File: src/rtl/mips_multicycle.sv
// mips_multicycle: multicycle MIPS-subset core (lw, sw, R-type, beq, addi, j) with
// registered Moore memory controls. Define MIPS_EXT_OPS_EN to add andi, ori and bne.
module mips_multicycle (
  input  logic        clk,
  input  logic        reset,
  input  logic [31:0] instr,
  input  logic [31:0] readdata,
  output logic        iord,
  output logic        memwrite,
  output logic        irwrite,
  output logic [31:0] pc,
  output logic [31:0] aluout,
  output logic [31:0] writedata
);

  localparam logic [5:0] OP_RTYPE = 6'h00;
  localparam logic [5:0] OP_J     = 6'h02;
  localparam logic [5:0] OP_BEQ   = 6'h04;
  localparam logic [5:0] OP_ADDI  = 6'h08;
  localparam logic [5:0] OP_LW    = 6'h23;
  localparam logic [5:0] OP_SW    = 6'h2B;
`ifdef MIPS_EXT_OPS_EN
  localparam logic [5:0] OP_BNE   = 6'h05;
  localparam logic [5:0] OP_ANDI  = 6'h0C;
  localparam logic [5:0] OP_ORI   = 6'h0D;
`endif

  typedef enum logic [3:0] {
    S_FETCH  = 4'd0,  S_DECODE = 4'd1,  S_MEMADR = 4'd2,  S_MEMRD  = 4'd3,
    S_MEMWB  = 4'd4,  S_MEMWR  = 4'd5,  S_EXEC   = 4'd6,  S_ALUWB  = 4'd7,
    S_BRANCH = 4'd8,  S_ADDIEX = 4'd9,  S_ADDIWB = 4'd10, S_JUMP   = 4'd11
  } state_t;

  typedef enum logic [2:0] {
    ALU_ADD = 3'd0, ALU_SUB = 3'd1, ALU_AND = 3'd2, ALU_OR = 3'd3, ALU_SLT = 3'd4
  } aluop_t;

  state_t      state_r;
  logic        iord_r, irwrite_r, memwrite_r;
  logic [31:0] pc_r, a_r, b_r, data_r, aluout_r;
  logic [31:0] regs_r [32];

  logic [5:0]  op_s, funct_s;
  logic [4:0]  rs_s, rt_s, rd_s;
  logic [31:0] simm_s, srca_s, srcb_s, alu_y_s, wr_data_s;
  aluop_t      aluop_s;
  logic        zero_s, take_s, wr_en_s;
  logic [4:0]  wr_addr_s;

  assign op_s      = instr[31:26];
  assign rs_s      = instr[25:21];
  assign rt_s      = instr[20:16];
  assign rd_s      = instr[15:11];
  assign funct_s   = instr[5:0];
  assign simm_s    = {{16{instr[15]}}, instr[15:0]};
  assign zero_s    = (alu_y_s == 32'd0);
  assign iord      = iord_r;
  assign irwrite   = irwrite_r;
  assign memwrite  = memwrite_r;
  assign pc        = pc_r;
  assign aluout    = aluout_r;
  assign writedata = b_r;

  function automatic state_t next_state(input state_t s, input logic [5:0] op);
    state_t n;
    case (s)
      S_FETCH:  n = S_DECODE;
      S_DECODE: begin
        case (op)
          OP_LW, OP_SW: n = S_MEMADR;
          OP_RTYPE:     n = S_EXEC;
          OP_BEQ:       n = S_BRANCH;
          OP_ADDI:      n = S_ADDIEX;
          OP_J:         n = S_JUMP;
`ifdef MIPS_EXT_OPS_EN
          OP_BNE:          n = S_BRANCH;
          OP_ANDI, OP_ORI: n = S_ADDIEX;
`endif
          default:      n = S_FETCH;
        endcase
      end
      S_MEMADR: n = (op == OP_LW) ? S_MEMRD : S_MEMWR;
      S_MEMRD:  n = S_MEMWB;
      S_EXEC:   n = S_ALUWB;
      S_ADDIEX: n = S_ADDIWB;
      default:  n = S_FETCH;
    endcase
    return n;
  endfunction

  // {iord, irwrite, memwrite} as seen while sitting in state s
  function automatic logic [2:0] moore_out(input state_t s);
    logic [2:0] o;
    case (s)
      S_FETCH: o = 3'b010;
      S_MEMRD: o = 3'b100;
      S_MEMWR: o = 3'b101;
      default: o = 3'b000;
    endcase
    return o;
  endfunction

  // ALU operand and operation selection per state
  always_comb begin
    srca_s  = pc_r;
    srcb_s  = 32'd4;
    aluop_s = ALU_ADD;
    case (state_r)
      S_DECODE: srcb_s = {simm_s[29:0], 2'b00};
      S_MEMADR: begin srca_s = a_r; srcb_s = simm_s; end
      S_BRANCH: begin srca_s = a_r; srcb_s = b_r; aluop_s = ALU_SUB; end
      S_EXEC: begin
        srca_s = a_r;
        srcb_s = b_r;
        case (funct_s)
          6'h22:   aluop_s = ALU_SUB;
          6'h24:   aluop_s = ALU_AND;
          6'h25:   aluop_s = ALU_OR;
          6'h2A:   aluop_s = ALU_SLT;
          default: aluop_s = ALU_ADD;
        endcase
      end
      S_ADDIEX: begin
        srca_s = a_r;
        srcb_s = simm_s;
`ifdef MIPS_EXT_OPS_EN
        if (op_s == OP_ANDI) begin
          srcb_s  = {16'd0, instr[15:0]};
          aluop_s = ALU_AND;
        end else if (op_s == OP_ORI) begin
          srcb_s  = {16'd0, instr[15:0]};
          aluop_s = ALU_OR;
        end else begin
          aluop_s = ALU_ADD;
        end
`endif
      end
      default: begin srca_s = pc_r; srcb_s = 32'd4; end
    endcase
  end

  // ALU: wrap-around arithmetic, signed set-less-than
  always_comb begin
    case (aluop_s)
      ALU_SUB: alu_y_s = srca_s - srcb_s;
      ALU_AND: alu_y_s = srca_s & srcb_s;
      ALU_OR:  alu_y_s = srca_s | srcb_s;
      ALU_SLT: alu_y_s = {31'd0, ($signed(srca_s) < $signed(srcb_s))};
      default: alu_y_s = srca_s + srcb_s;
    endcase
  end

  // branch condition: beq on zero, bne on non-zero
  always_comb begin
`ifdef MIPS_EXT_OPS_EN
    if (op_s == OP_BNE) take_s = ~zero_s;
    else                take_s = zero_s;
`else
    take_s = zero_s;
`endif
  end

  // register-file write port selection for the write-back states
  always_comb begin
    wr_en_s   = 1'b0;
    wr_addr_s = rt_s;
    wr_data_s = aluout_r;
    case (state_r)
      S_MEMWB:  begin wr_en_s = 1'b1; wr_data_s = data_r; end
      S_ALUWB:  begin wr_en_s = 1'b1; wr_addr_s = rd_s; end
      S_ADDIWB: wr_en_s = 1'b1;
      default:  wr_en_s = 1'b0;
    endcase
  end

  // controller FSM with outputs registered for the state being entered
  always_ff @(posedge clk or posedge reset) begin
    if (reset) begin
      state_r                           <= S_FETCH;
      {iord_r, irwrite_r, memwrite_r}   <= 3'b010;
    end else begin
      state_r                           <= next_state(state_r, op_s);
      {iord_r, irwrite_r, memwrite_r}   <= moore_out(next_state(state_r, op_s));
    end
  end

  // datapath registers and PC update
  always_ff @(posedge clk or posedge reset) begin
    if (reset) begin
      pc_r     <= 32'd0;
      a_r      <= 32'd0;
      b_r      <= 32'd0;
      data_r   <= 32'd0;
      aluout_r <= 32'd0;
    end else begin
      a_r      <= regs_r[rs_s];
      b_r      <= regs_r[rt_s];
      data_r   <= readdata;
      aluout_r <= alu_y_s;
      if (state_r == S_FETCH)                pc_r <= alu_y_s;
      else if (state_r == S_BRANCH && take_s) pc_r <= aluout_r;
      else if (state_r == S_JUMP)            pc_r <= {pc_r[31:28], instr[25:0], 2'b00};
      else                                   pc_r <= pc_r;
    end
  end

  // register file; entry 0 is never written so it always reads zero
  always_ff @(posedge clk or posedge reset) begin
    if (reset) begin
      for (int i = 0; i < 32; i++) regs_r[i] <= 32'd0;
    end else if (wr_en_s && (wr_addr_s != 5'd0)) begin
      regs_r[wr_addr_s] <= wr_data_s;
    end
  end

endmodule

File: config.mk
export PLATFORM = sky130hd
export DESIGN_NAME = mips_multicycle
export DESIGN_NICKNAME = d
export VERILOG_FILES = /design/src/rtl/mips_multicycle.sv
export SDC_FILE = /design/constraint.sdc
export NUM_CORES = 2
export LEC_CHECK = 0
export CAP_MARGIN = 25
export CORE_MARGIN = 2
export CORE_UTILIZATION = 40
export CTS_BUF_LIST = sky130_fd_sc_hd__clkbuf_16
export DETAILED_ROUTE_END_ITERATION = 8
export GPL_ROUTABILITY_DRIVEN = 0
export GPL_TIMING_DRIVEN = 0
export PLACE_DENSITY = 0.67
export SLEW_MARGIN = 20
export SYNTH_ARGS = -nofsm -noshare
export SYNTH_HDL_FRONTEND = slang
export SYNTH_SLANG_ARGS = --single-unit
File: constraint.sdc
create_clock -name clk -period 100.9 [get_ports clk]
set_input_delay 20.18 -clock clk [delete_from_list [all_inputs] [get_ports clk]]
set_output_delay 20.18 -clock clk [all_outputs]
set_load 0.01 [all_outputs]
# [After elaboration in Yosys (flattened, before gate mapping)]
# Cells that the tools add are included.
[word_totals] in_bits=66 output_inout_bits=99 regBits=1191
[classes] bitwise=5 mux=24 n_eq_ne=25 n_addsub=2 magnitude_cmp=5 n_reduce_logical=15
[ops] op="bitwise mux 1024 bit" n=1
[ops] op="binary-select mux 32 bit (select 5 bit)" n=2
[ops] op="2-to-1 mux 32 bit" n=9
[ops] op="demux 32 bit (select 5 bit)" n=1
[ops] op="one-hot mux 32 bit (4 select lines)" n=1
[ops] op="one-hot mux 32 bit (3 select lines)" n=1
[ops] op="equality test 6 bit, second input constant" n=6
[ops] op="adder 32 bit" n=1
[ops] op="bitwise AND 32 bit" n=1
[ops] op="zero test 32 bit" n=1
[ops] op="< comparator 32 bit" n=1
[ops] op="OR 32 bit" n=1
[ops] op="subtractor 32 bit" n=1
[ops] op="2-to-1 mux 28 bit" n=1
[ops] op="one-hot mux 4 bit (6 select lines)" n=1
[ops] op="one-hot mux 4 bit (5 select lines)" n=1
[ops] op=">= comparator 6 bit, second input constant" n=3
[ops] op="inverter 5 -> 6 bit" n=3
[ops] op="equality test 4 x 3 -> 1 bit, second input constant" n=4
[ops] op="equality test 4 bit, second input constant" n=4
[ops] op="equality test 4 x 2 -> 1 bit, second input constant" n=3
[ops] op="one-hot mux 3 bit (4 select lines)" n=1
[ops] op="one-hot mux 3 bit (3 select lines)" n=1
[ops] op="zero test 4 bit" n=2
[ops] op="other kinds (20)" n=25

# [Longest topological paths before layout]
[logic_depth] depth_word=9 ltp_mapped=29 mapped_depth_nobuf=23

# [Worst setup path before layout]
# Ideal clock, no wire load.
[synth_path] path_kind="input-to-reg" startpoint="input instr[0]" endpoint="register pc_r[18] (netlist: pc[18])" arrival_time_ns=24.136 path_slack_ns=76.686 setup_time_ns=0.078 stages=18 path_buffers=3 required_time_ns=100.822 cell_sequence="buf_2 a22o_1 ha_1 fa_1 a21oi_1 o21bai_1 a221o_1 a211oi_1 o221a_2 o22ai_1 or3_1 nor3_1 and4_1 buf_2 and3_4 buf_8 mux2_1 o2bb2ai_1"
[synth_via] elab_chain_cells=9 elab_cells_between_ends=22 cone_classes="2 x add/sub; 1 x order compare; 8 x eq/ne; 6 x mux; 2 x bitwise; 3 x reduce/logical"
[synth_lines] element="start, declared" line_no="6" rtl="input logic [31:0] instr,"
[synth_lines] element="parallel branches: the longest is 4 deep, another holds adder 32 bit"
[synth_lines] element="one-hot mux 32 bit (4 select lines) (*)" line_no="144" rtl="case (aluop_s)"
[synth_lines] element="named net alu_y_s[14]" line_no="45" rtl="logic [31:0] simm_s, srca_s, srcb_s, alu_y_s, wr_data_s;"
[synth_lines] element="zero test 32 bit (*)" line_no="56" rtl="assign zero_s = (alu_y_s == 32'd0);"
[synth_lines] element="logical AND 1 bit (*)" line_no="201" rtl="else if (state_r == S_BRANCH && take_s) pc_r <= aluout_r;"
[synth_lines] element="2-to-1 mux 32 bit" line_no="201"
[synth_lines] element="2-to-1 mux 32 bit" line_no="200" rtl="if (state_r == S_FETCH) pc_r <= alu_y_s;"
[synth_lines] element="end signal, assigned" line_no="200"
[synth_lines] element="end signal, assigned" line_no="201"
[synth_lines] element="end signal, assigned" line_no="202" rtl="else if (state_r == S_JUMP) pc_r <= {pc_r[31:28], instr[25:0], 2'b00};"
[synth_lines] element="end, declared" line_no="40" rtl="logic [31:0] pc_r, a_r, b_r, data_r, aluout_r;"
# Mark *: on every way through the listed nets, which the timed path passes. The select of a mux whose other input is x is not followed.
# A chain may end at the register's enable or synchronous reset.

# [Worst setup path after layout]
[layout_path] startpoint="input instr[12]" endpoint="register pc_r[9] (netlist: pc[9])"
[layout_via] elab_chain_cells=7 elab_cells_between_ends=12 cone_classes="2 x add/sub; 1 x order compare; 4 x mux; 2 x bitwise; 3 x reduce/logical"
[layout_lines] element="one-hot mux 32 bit (3 select lines) (*)" line_no="108" rtl="case (state_r)"
[layout_lines] element="adder 32 bit / subtractor 32 bit (equally long branches)" line_no="149, 145"
[layout_lines] element="one-hot mux 32 bit (4 select lines) (*)" line_no="144"
[layout_lines] element="named net alu_y_s[29]" line_no="45"
[layout_lines] element="zero test 32 bit (*)" line_no="56"
[layout_lines] element="logical AND 1 bit (*)" line_no="201"
[layout_lines] element="2-to-1 mux 32 bit" line_no="201"
[layout_lines] element="2-to-1 mux 32 bit" line_no="200"
# Mark *: on every way through the listed nets, which the timed path passes. The rest lies on a longest branch. The select of a mux whose other input is x is not followed.

==> flow_metrics.py <==
metrics = {
    "logic_synthesis": {
        "syn_inst": 5603,
        "ys_ff_latch": 1191,
        "syn-num-nets": 5767,
        "synth_cell_type_count": 89,
        "synth_top_cell_area_share": 0.468,
        "synth-main-ff-cell": "dfrtp_1",
        "synthTopCellsByArea": "dfrtp_1 (47%), mux4_2 (23%), a21oi_1 (7.9%), nor2_1 (5.9%), clkbuf_1 (2.8%)",
        "syn_area_per_cell_um2": 11.4,
        "synth_common_cells": "dfrtp_1 (1,190), a21oi_1 (1,000), nor2_1 (998)",
        "synthArstFlopShare": 1.00,
        "seq_area_frac_synth": 0.469,
        "yosysTopAreaCell": "dfrtp_1",
        "synth_warnings": 0,
        "syn_area_mm2": 0.0636,
        "yosysMostFrequentCell": "dfrtp_1",
        "synth_edf_count": 0,
    },
    "worst_setup_path": {
        "crit_type": "input port to flop",
        "cp_cell_sequence": "clkdlybuf4s50_1, a222oi_1, ha_1, clkbuf_1, clkbuf_1, nand3_1, a2111oi_0, nor2_1, o21ai_0, a31oi_1, mux2i_1, a211oi_1, nor4_4, and3_4, nor2_2, buf_4, o2bb2ai_1",
        "cpPeakStageDelay_ns": 0.93,
        "cp.required_ns": 101.59,
        "crit_arrival_ns": 27.41,
        "cp_top_family": "compound AO/OA/AOI/OAI gates",
        "cp_num_buf_inv": 4,
        "crit_path_top_delay_cell": "a2111oi_0",
        "path_max_fanout": 10,
        "start_kind": "input port",
        "crit_top_cell": "clkbuf_1",
        "end_kind": "flop",
    },
    "cells_and_area": {
        "fin_cells": 8107,
        "area_delta_synth_final_pct": 14.0,
        "fin_nets": 6091,
        "final_layout_size_suffix_gt1_frac": 0.179,
        "post-route-util": 0.459,
        "nFillCells": 14300,
    },
    "floorplanning": {
        "io_pins": 165,
        "core_mm2": 0.158,
        "row_count": 146,
        "die_w_um": 403,
        "start_util": 0.402,
        "die_area_mm2": 0.162,
        "die_h_um": 403,
    },
    "global_route": {
        "grt_use_total": 0.302,
        "grt_pass1_vias": 52500,
        "grt_max_degree": 108,
        "grt-ovfl-total": 0,
        "antenna_found_initial": 18,
        "grt_pass1_wl_mm": 359,
    },
    "sta": {
        "whs_ns": 0.481,
        "final.min_clock_period_ns": 26.72,
        "fin_crit_sh": 0.265,
        "fin_tns_setup_ns": 0,
        "rsz0062_at_grt": "false",
        "setup_violations": 0,
        "slew_headroom": 0.167,
        "clock_skew_ns": 0.0285,
        "drv_slew": 0,
        "hold_violations": 0,
        "setup_slack_ns": 74.18,
        "max_freq_ghz": 0.0374,
        "tightest_slew_ns": 1.25,
    },
    "route": {
        "wl_per_cell_um": 30.6,
        "drc": 0,
        "dr.pass1.iters": 8,
        "ant_nets": 0,
        "wirelength_mm": 248,
        "viasPerCell": 6.56,
        "num_vias": 53100,
        "drt_first_iter_violations": 8498,
    },
    "power_and_ir_drop": {
        "peakVddDrop_mv": 0.0160,
        "leakage_nw": 31.0,
        "p_per_area_mw_per_mm2": 25.8,
    },
    "clock_tree": {
        "cts.sinks": 1191,
        "clock_latency_ns": 0.78,
        "cts-hold-fix-buffers": 0,
        "cts.clk_slew.worst_paths_ns": 0.06,
        "cts_buffers": 119,
        "postCtsSetupBuffers": 0,
        "htreeDepth": 3,
        "cts-root-buf": "clkbuf_16",
        "tritoncts": "done",
        "ctsResizeCount": 0,
        "cts_buffer_depth": 3,
    },
    "placement": {
        "hpwl_mm": 186,
        "portBuffers": 153,
        "dpl_worst_slack_ns": 73.81,
        "dp_cells": 7857,
    },
    "worst_hold_path": {
        "hp-class": "flop to flop",
    },
    "run_status": {
        "status": "complete, no violations",
    },
    "run": {
        "maxCapViolations": 0,
    },
}
## worst register-to-register path, stage by stage (launching register included)
cell and delay (ns):
dfrtp_1 0.40, buf_2 0.20, inv_1 0.16, nand2_1 0.13, nor2_1 0.11, a21oi_1 0.05
nor2_1 0.89, or2_2 0.25, clkbuf_1 0.40, clkbuf_1 0.72, mux2_2 0.48, ha_1 0.39
clkbuf_1 0.39, nand4_1 0.27, a2111oi_0 0.89, nor2_1 0.20, o21ai_0 0.67, a31oi_1 0.30
mux2i_1 0.19, a211oi_1 0.56, nor4_4 0.24, and3_4 0.27, nor2_2 0.64, buf_4 0.37
o2bb2ai_1 0.15
## routing by layer
metal / global-route usage / up-vias / wire [um]
met5: 0.000297 / - / 145
li1: - / 21200 / -
met3: 0.107 / 996 / 35100
met1: 0.371 / 26800 / 84600
met2: 0.456 / 4111 / 110000
met4: 0.184 / 24 / 17700
## power by group
group	internal [W]	switching, W	total, W
registers	0.000562	0.0000777	0.000640
clock network	0.000260	0.000203	0.000463
logic	0.000270	0.000497	0.000767
total	0.00109	0.000778	0.00187
## placed cells by master, fill, tap and decap left out, types with 24 or more instances in the layout
cell type        netlist  layout
dfrtp_1             1190    1190
a21oi_1             1000    1000
nor2_1               998     989
mux4_2               640     640
clkbuf_1             468     453
nand2_1              225     225
o21ai_0              197     197
clkdlybuf4s50_1        0     153
inv_1                111     130
clkbuf_16              0     121
mux2_2                97      97
ha_1                  96      96
mux2i_1               46      44
buf_1                 54      36
buf_2                 14      33
buf_6                  7      32
clkinv_2               0      27
o2bb2ai_1             26      26
nor3_1                26      25
o21a_1                24      24
## per-stage QoR
step | area, um^2 | power, W
after detailed placement | 68300 | 0.00137
after global routing | 72500 | 0.00193
final | 72500 | 0.00187
after CTS | 72300 | 0.00183
after global placement | 67700 | 0.00135
after floorplan | 63600 | 0.00108
## cell families (layout without fill, tap and decap cells)
logic type      count (synthesis)  count (layout)  synth area share
compound gates               1474            1474             0.130
simple gates                 1383            1383            0.0888
mux                           785             785             0.251
flops                        1191            1191             0.469
fa+ha+maj                      98              98            0.0195
other cells                     0               7                 0
xor+xnor                        7               7          0.000964
buf+inv                       665            1090            0.0412
## area by class of cell
type | count | area, um^2 | area share
antenna | 7 | 17.5 | 0.000241
buffer | 554 | 2250 | 0.0310
clock buffer | 121 | 3030 | 0.0417
clock inverter | 101 | 943 | 0.0130
inverter | 111 | 424 | 0.00585
multi-input combinational | 3747 | 31200 | 0.430
sequential | 1191 | 29800 | 0.411
tap | 2072 | 2590 | 0.0357
timing repair buffer | 203 | 2260 | 0.0312
## flip-flops by register name, summed over array words and instances, names as in the netlist
register / cells
a_r: 32
aluout: 32
data_r: 32
iord: 1
irwrite: 1
memwrite: 1
pc: 32
regs_r: 1024
state_r: 4
writedata: 32
## final timing paths
kind | startpoint | end | slack (ns) | depth (start not counted)
worst max-delay path | instr[12] | pc[9]$_DFFE_PP0P_ | 74.18 | 17
worst min-delay path | regs_r[999]$_DFFE_PP0P_ | regs_r[999]$_DFFE_PP0P_ | 0.48 | 1
worst max register to register | state_r[2]$_DFF_PP0_ | pc[9]$_DFFE_PP0P_ | 91.49 | 24
worst min register to register | regs_r[999]$_DFFE_PP0P_ | regs_r[999]$_DFFE_PP0P_ | 0.48 | 1
max in group asynchronous | reset | regs_r[518]$_DFFE_PP0P_ | 78.65 | 6
min in group asynchronous | reset | data_r[23]$_DFF_PP0_ | 19.91 | 2
Note: power is estimated with default switching activity, not from simulation.
